`config.mk`:
```
export PLATFORM = sky130hd
export DESIGN_NAME = dmem_responder
export DESIGN_NICKNAME = d
export VERILOG_FILES = /design/src/rtl/dmem_responder_pkg.sv /design/src/rtl/dmem_array.sv /design/src/rtl/dmem_responder.sv
export SDC_FILE = /design/constraint.sdc
export NUM_CORES = 2
export LEC_CHECK = 0
export BUFFER_PORTS_ARGS = -buffer_cell sky130_fd_sc_hd__buf_2
export CELL_PAD_IN_SITES_DETAIL_PLACEMENT = 0
export CELL_PAD_IN_SITES_GLOBAL_PLACEMENT = 1
export CORE_MARGIN = 2
export CORE_UTILIZATION = 49
export DETAILED_ROUTE_END_ITERATION = 10
export HOLD_SLACK_MARGIN = 0.1
export MAX_ROUTING_LAYER = met4
export PLACE_DENSITY_LB_ADDON = 0.1
export SYNTH_ARGS = -nofsm -noshare
export SYNTH_HDL_FRONTEND = slang
export SYNTH_SLANG_ARGS = --single-unit
```
`constraint.sdc`:
```
create_clock -name clk -period 4 [get_ports clk]
set_clock_uncertainty 0.05 [all_clocks]
set_input_delay 0.4 -clock clk [delete_from_list [all_inputs] [get_ports clk]]
set_output_delay 0.4 -clock clk [all_outputs]
set_load 0.01 [all_outputs]
```
`src/rtl/dmem_responder_pkg.sv`:
```
// rtl/dmem_responder_pkg.sv - shared types and constants for the data-memory responder
package dmem_responder_pkg;

  localparam int WORD_W = 32;
  localparam int LANES  = 4;
  localparam logic [1:0] ALIGN_MASK = 2'b11;

  typedef enum logic [1:0] {
    ST_IDLE   = 2'd0,
    ST_WAIT   = 2'd1,
    ST_ACCESS = 2'd2,
    ST_RESP   = 2'd3
  } state_t;

endpackage

```
`src/rtl/dmem_array.sv`:
```
// rtl/dmem_array.sv - word array with per-byte write enables and registered read
module dmem_array
  import dmem_responder_pkg::*;
#(
  parameter int DEPTH_WORDS = 64,
  parameter int AW          = $clog2(DEPTH_WORDS)
) (
  input  logic              clk,
  input  logic              we,
  input  logic [LANES-1:0]  be,
  input  logic              re,
  input  logic [AW-1:0]     addr,
  input  logic [WORD_W-1:0] wdata,
  output logic [WORD_W-1:0] rdata
);

  logic [WORD_W-1:0] mem [DEPTH_WORDS];

  // Contents and read register are deliberately unreset; the responder masks rdata.
  always_ff @(posedge clk) begin
    if (we) begin
      for (int i = 0; i < LANES; i++) begin
        if (be[i]) mem[addr][8*i +: 8] <= wdata[8*i +: 8];
      end
    end
    if (re) rdata <= mem[addr];
  end

endmodule

```
`src/rtl/dmem_responder.sv`:
```
// rtl/dmem_responder.sv - handshaked load/store responder with configurable wait states
module dmem_responder
  import dmem_responder_pkg::*;
#(
  parameter int DEPTH_WORDS = 64,
  parameter int WAIT_CYCLES = 1
) (
  input  logic              clk,
  input  logic              reset,
  input  logic              req_valid,
  output logic              req_ready,
  input  logic              req_we,
  input  logic [31:0]       req_addr,
  input  logic [WORD_W-1:0] req_wdata,
  input  logic [LANES-1:0]  req_wstrb,
  output logic              resp_valid,
  input  logic              resp_ready,
  output logic [WORD_W-1:0] resp_rdata,
  output logic              resp_err
);

  localparam int AW = $clog2(DEPTH_WORDS);

  state_t            state, state_nx;
  logic [3:0]        cnt;
  logic              we_q;
  logic [31:0]       addr_q;
  logic [WORD_W-1:0] wdata_q;
  logic [LANES-1:0]  wstrb_q;
  logic              err_q, load_q;
  logic              accept, wait_done, addr_err;
  logic              arr_we, arr_re;
  logic [WORD_W-1:0] arr_rdata;

  assign accept    = req_valid && (state == ST_IDLE);
  assign wait_done = (cnt == 4'(WAIT_CYCLES - 1));
  assign addr_err  = ((addr_q[1:0] & ALIGN_MASK) != 2'b00) || (addr_q[31:AW+2] != '0);

  always_comb begin
    state_nx = state;
    case (state)
      ST_IDLE:   if (req_valid) state_nx = (WAIT_CYCLES > 0) ? ST_WAIT : ST_ACCESS;
      ST_WAIT:   if (wait_done) state_nx = ST_ACCESS;
      ST_ACCESS: state_nx = ST_RESP;
      ST_RESP:   if (resp_ready) state_nx = ST_IDLE;
      default:   state_nx = ST_IDLE;
    endcase
  end

  always_ff @(posedge clk or negedge reset) begin
    if (!reset) begin
      state   <= ST_IDLE;
      cnt     <= '0;
      we_q    <= 1'b0;
      addr_q  <= '0;
      wdata_q <= '0;
      wstrb_q <= '0;
      err_q   <= 1'b0;
      load_q  <= 1'b0;
    end else begin
      state <= state_nx;
      if (accept) begin
        we_q    <= req_we;
        addr_q  <= req_addr;
        wdata_q <= req_wdata;
        wstrb_q <= req_wstrb;
      end
      if (state == ST_WAIT) cnt <= wait_done ? 4'd0 : cnt + 4'd1;
      if (state == ST_ACCESS) begin
        err_q  <= addr_err;
        load_q <= !we_q && !addr_err;
      end
    end
  end

  // Enables derive from the live state, so an async reset during ACCESS drops the write.
  assign arr_we = (state == ST_ACCESS) && we_q && !addr_err;
  assign arr_re = (state == ST_ACCESS) && !we_q && !addr_err;

  dmem_array #(.DEPTH_WORDS(DEPTH_WORDS)) u_array (
    .clk   (clk),
    .we    (arr_we),
    .be    (wstrb_q),
    .re    (arr_re),
    .addr  (addr_q[AW+1:2]),
    .wdata (wdata_q),
    .rdata (arr_rdata)
  );

  assign req_ready  = (state == ST_IDLE);
  assign resp_valid = (state == ST_RESP);
  assign resp_err   = (state == ST_RESP) && err_q;
  assign resp_rdata = ((state == ST_RESP) && load_q) ? arr_rdata : '0;

endmodule

```
# [Word-level counts from Yosys, hierarchy flattened]
# Memory sizes are Yosys's and may differ from the RTL's. A register that Yosys moved wholly into a read port is not among the register bits.
# Cells that the tools add are included.
[classes] add_sub_neg=1 eq_ne=6 muxes=18 n_reduce_logical=16
[ops] operator="$mux 32" n=1
[ops] operator="$reduce_bool 24->1" n=1
[ops] operator="$mux 1" n=12
[ops] operator="$logic_and 1x1->1" n=8
[ops] operator="$pmux 2 s4" n=1
[ops] operator="$mux 2" n=3
[ops] operator="$add 4x1->4 const B" n=1
[ops] operator="$eq 2x2->1 const B" n=2
[ops] operator="$logic_not 4->1" n=1
[ops] operator="$mux 4" n=1
[ops] operator="$ne 2x2->1 const B" n=2
[ops] operator="$reduce_and 3->1" n=1
[ops] operator="$eq 2x1->1 const B" n=1
[ops] operator="$logic_not 1->1" n=2
[ops] operator="$logic_not 2->1" n=1
[ops] operator="$ne 2x1->1 const B" n=1
[ops] operator="$reduce_bool 2->1" n=1
[ops] operator="$logic_or 1x1->1" n=1
[totals] register_bits=77 ram_bits=2048 inputBits=73 output_inout_bits=35 wordCells=50 memories=1
[memory_table] name="u_array.mem" depth=64 word_bits=32 rd=1 rd_ports_with_merged_regs=1 write_ports=1 line="dmem_array.sv:17" rtl="logic [WORD_W-1:0] mem [DEPTH_WORDS];"

# [Depth between registers and ports, before layout]
[logic_depth] depth_word=6 depth_mapped=12 mapped_depth_nobuf=8

# [By module]
# Synthesis repeated with hierarchy kept, for this count alone.
[hier_totals] cells_unflattened=4882 hier_area_um2=82635.5
[modules_own_cells] mod="dmem_array" n_inst=1 cells_each=4646 area_each_um2=79368.6 seq_area_each_um2=62459.9
[modules_own_cells] mod="dmem_responder" n_inst=1 cells_each=236 area_each_um2=3266.9 seq_area_each_um2=1926.8

# [Worst setup path before layout]
# No wires, ideal clock.
[synth_path] kind="register to register" from="reg state[0]" to="reg u_array.rdata[0], read port of u_array.mem, enable pin" setup_time_ns=0.463 t_arrival_ns=3.358 required_time_ns=3.487 path_slack_ns=0.128 path_stages_with_launch=6 path_buffers=0 path_cell_list="dfrtp_1 -> inv_1 -> ha_1 -> nor4b_1 -> nand4_1 -> nor3_1"
[synth_between] elab_chain_cells=3
[synth_rtl] item="start: declaration" line="dmem_responder.sv:24" rtl="state_t state, state_nx;"
[synth_rtl] item="start signal: assignment" line="dmem_responder.sv:61" rtl="state <= state_nx;"
[synth_rtl] item="$eq 2x2->1" line="dmem_responder.sv:78" rtl="assign arr_re = (state == ST_ACCESS) && !we_q && !addr_err;"
[synth_rtl] item="$logic_and 1x1->1 (2 in series)" line="dmem_responder.sv:78"
[synth_rtl] item="named net arr_re" line="dmem_responder.sv:32" rtl="logic arr_we, arr_re;"
[synth_rtl] item="end: declaration" line="dmem_array.sv:14" rtl="output logic [WORD_W-1:0] rdata"
# The timed path passes the listed nets, and every way through them passes these cells.
# A chain may end at the register's enable or synchronous reset.

==> impl_metrics.ini <==
[run_status]
status = completed

[die]
die_x_um = 415.4
start_util = 0.4948
coreArea_sq_um = 167600
io_pins = 108
chipHeight_um = 415.4
rows = 150
die_area_sq_um = 172600

[cells_and_area]
drive_above_1_share = 0.2204
fillers = 12920
multi_input_area_sq_um = 16900
ff_latch_area_sq_um = 64440
final_cells = 7899
syn_to_final_growth_pct = 17.33
fin_nets = 5564

[setup_path]
reg2reg_slack_ns = 0.19
critPathLaunchType = flop
crit_start = addr_q[2]
setup.worst_path.end = u_array.rdata[30]
worst_ep_arrival_time_ns = 4.32
r2r_start = addr_q[2]
end_kind = flop
cp_max_fo = 27
crit_type = flop to flop
r2r_end = u_array.rdata[30]
rr_worst_depth = 8
cp.required_ns = 4.51

[clocking]
cts_sinks = 2157
htreeDepth = 4
post_cts_resize_count = 0
cts_setup_buffers = 0
cts-root-buf = clkbuf_16
insertion_delay_ns = 0.87
numCtsBuffers = 217
cts_tree = yes
clkTransAtPathRegs_ns = 0.06
clockBufferDepth = 3

[placement]
place.gp.congestion = 0.9112
dp_hpwl_um = 198100
place_inst = 7397
portBuffers = 107

[yosys]
syn_inst = 4897
syn-num-nets = 4977
yosysTopAreaCellShare = 0.7531
avgSynthCellArea_sq_um = 16.94
synth_warnings = 0
seq_area_frac_synth = 0.7764
synth_async_sr_flop_share = 0.03570
syn_area_sq_um = 82930
yosysTopAreaCell = edfxtp_1
ys_seq_elements = 2157
synthDistinctLibCells = 74
synth.area.top_cells = edfxtp_1 (75%), a221oi_1 (3.4%), a22oi_1 (3.3%)
ys.flop_type = edfxtp_1
synth.most_common_cell = edfxtp_1
synth_common_cells = edfxtp_1 (2080), nor2_1 (419), a22oi_1 (369)
synth-edff-count = 2080

[route]
drt-total-wl_um = 299700
drc = 0
viasPerCell = 6.700
num_vias = 52920
drt_iter0_drc = 9116
wl_per_cell_um = 37.95
dr.pass1.iters = 6
ant_nets = 0

[hold_path]
hp-class = primary input to asynchronous set/reset pin

[grt]
track_usage = 0.3547
first_global_vias = 49850
antenna_found_initial = 21
overflow = 0
grt_max_degree = 74
grt_pass1_wl_um = 411100

[pwr]
power_density_nw_per_um2 = 771.6
p_leak_nw = 31.74
switchingPower_w = 0.02776
p_sw_frac = 0.3696
internal_power_w = 0.04733
clkPwrFrac = 0.268
ir_worst_vdd_mv = 0.9842
p_seq_frac = 0.415
pwr-share-comb = 0.317

[timing]
finalMaxSlewViolations = 0
fin_crit_sh = 0.9533
worstMarginPinSlew_ns = 1.297
fin_setup_tns_ns = 0
report.final.hold_viol_count = 0
rsz0062_at_grt = no
setup_viol = 0
max-slew-margin-rel = 0.1353
fin_crit_ns = 3.813
timing.fmax_mhz = 262.2

[run]
max_cap_violations = 0
area by class of cell:
type,instances,share of cell area
sequential,2157,0.6623
clock inverter,135,0.01330
inverter,11,0.0005015
clock buffer,267,0.05826
timing repair buffer,747,0.06293
antenna,28,0.0007201
multi-input combinational,2350,0.1737
tap,2204,0.02834
kinds of logic after synthesis:
group | count (synthesis) | share of synthesized area
xor+xnor | 1 | 0.0001056
fa+ha+maj | 7 | 0.001056
simple gates | 765 | 0.04039
mux | 320 | 0.04837
compound gates | 1257 | 0.1118
flops | 2157 | 0.7764
buf+inv | 390 | 0.02189
power groups by stage:
| stage | Combinational [W] | Sequential [W] | Clock [W] |
|---|---|---|---|
| final | 0.0238 | 0.0312 | 0.0201 |
| after global routing | 0.0246 | 0.0312 | 0.0211 |
| after CTS | 0.0233 | 0.0311 | 0.0202 |
| after detailed placement | 0.0232 | 0.0316 | 0 |
| after global placement | 0.0231 | 0.0315 | 0 |
| after floorplan | 0.0114 | 0.0307 | 0 |
per-stage QoR:
step	util	cell area, sq um	setup slack, ns	total power, W	hold slack, ns
after global routing	0.5806	97300	0.2241	0.07693	0.2309
after CTS	0.5802	97240	0.3383	0.07462	0.1717
after global placement	0.5343	89550	0.3766	0.05457	0.4084
after detailed placement	0.5343	89550	0.3484	0.05479	0.4082
after floorplan	-	82930	0.1282	0.04218	0.05441
final	0.5806	97310	0.1867	0.07508	0.1797
what timing repair did:
item,CTS,global route
endpoints found under the hold margin,125,0
endpoints found under the setup margin,0,0
hold buffers,72,0
critical path, stage by stage, from the launching register on:
cell and delay (ns):
dfrtp_4 0.75, nor2b_4 0.76, buf_12 0.30, buf_4 0.32, a22oi_1 0.15, nand2_1 0.11, o211ai_1 0.24, nor3b_1 0.55
o211ai_1 0.23
worst min-delay path by stage:
stage / startpoint / end / slack [ns] / cells past startpoint
global route: reset / addr_q[7] / 0.23 / 2
finish: reset / addr_q[5] / 0.18 / 2
detailed placement: cnt[3] / cnt[3] / 0.41 / 1
floorplan: reset / addr_q[0] / 0.05 / 0
global placement: cnt[3] / cnt[3] / 0.41 / 1
CTS: reset / addr_q[5] / 0.17 / 2
per-layer routing:
metal  GRT usage  vias up  share of wire
met4      0.1458        0          0.046
met2      0.5223     3623           0.46
met3     0.07394      575           0.11
met5           -        -              0
met1      0.4838    27450           0.38
li1            -    21280              -
flip-flops by register name (all words and copies together), names as in the netlist:
name,flops
u_array.rdata,32
we_q,1
cnt,4
wdata_q,32
addr_q,32
wstrb_q,4
u_array.mem,2048
err_q,1
load_q,1
state,2
cells in the final DEF, fill, tap and decap left out, drive strengths merged, types with 77 or more instances in the layout:
master | netlist | final
a21oi | 107 | 107
buf | 211 | 675
clkinv | 0 | 100
a22oi | 369 | 369
dfrtp | 77 | 77
mux2 | 159 | 159
clkbuf | 168 | 267
o22ai | 125 | 125
nor2 | 420 | 420
a221oi | 326 | 326
edfxtp | 2080 | 2080
mux2i | 115 | 115
o21ai | 142 | 142
nand2 | 150 | 150
Power figures use the tool's default switching activity.
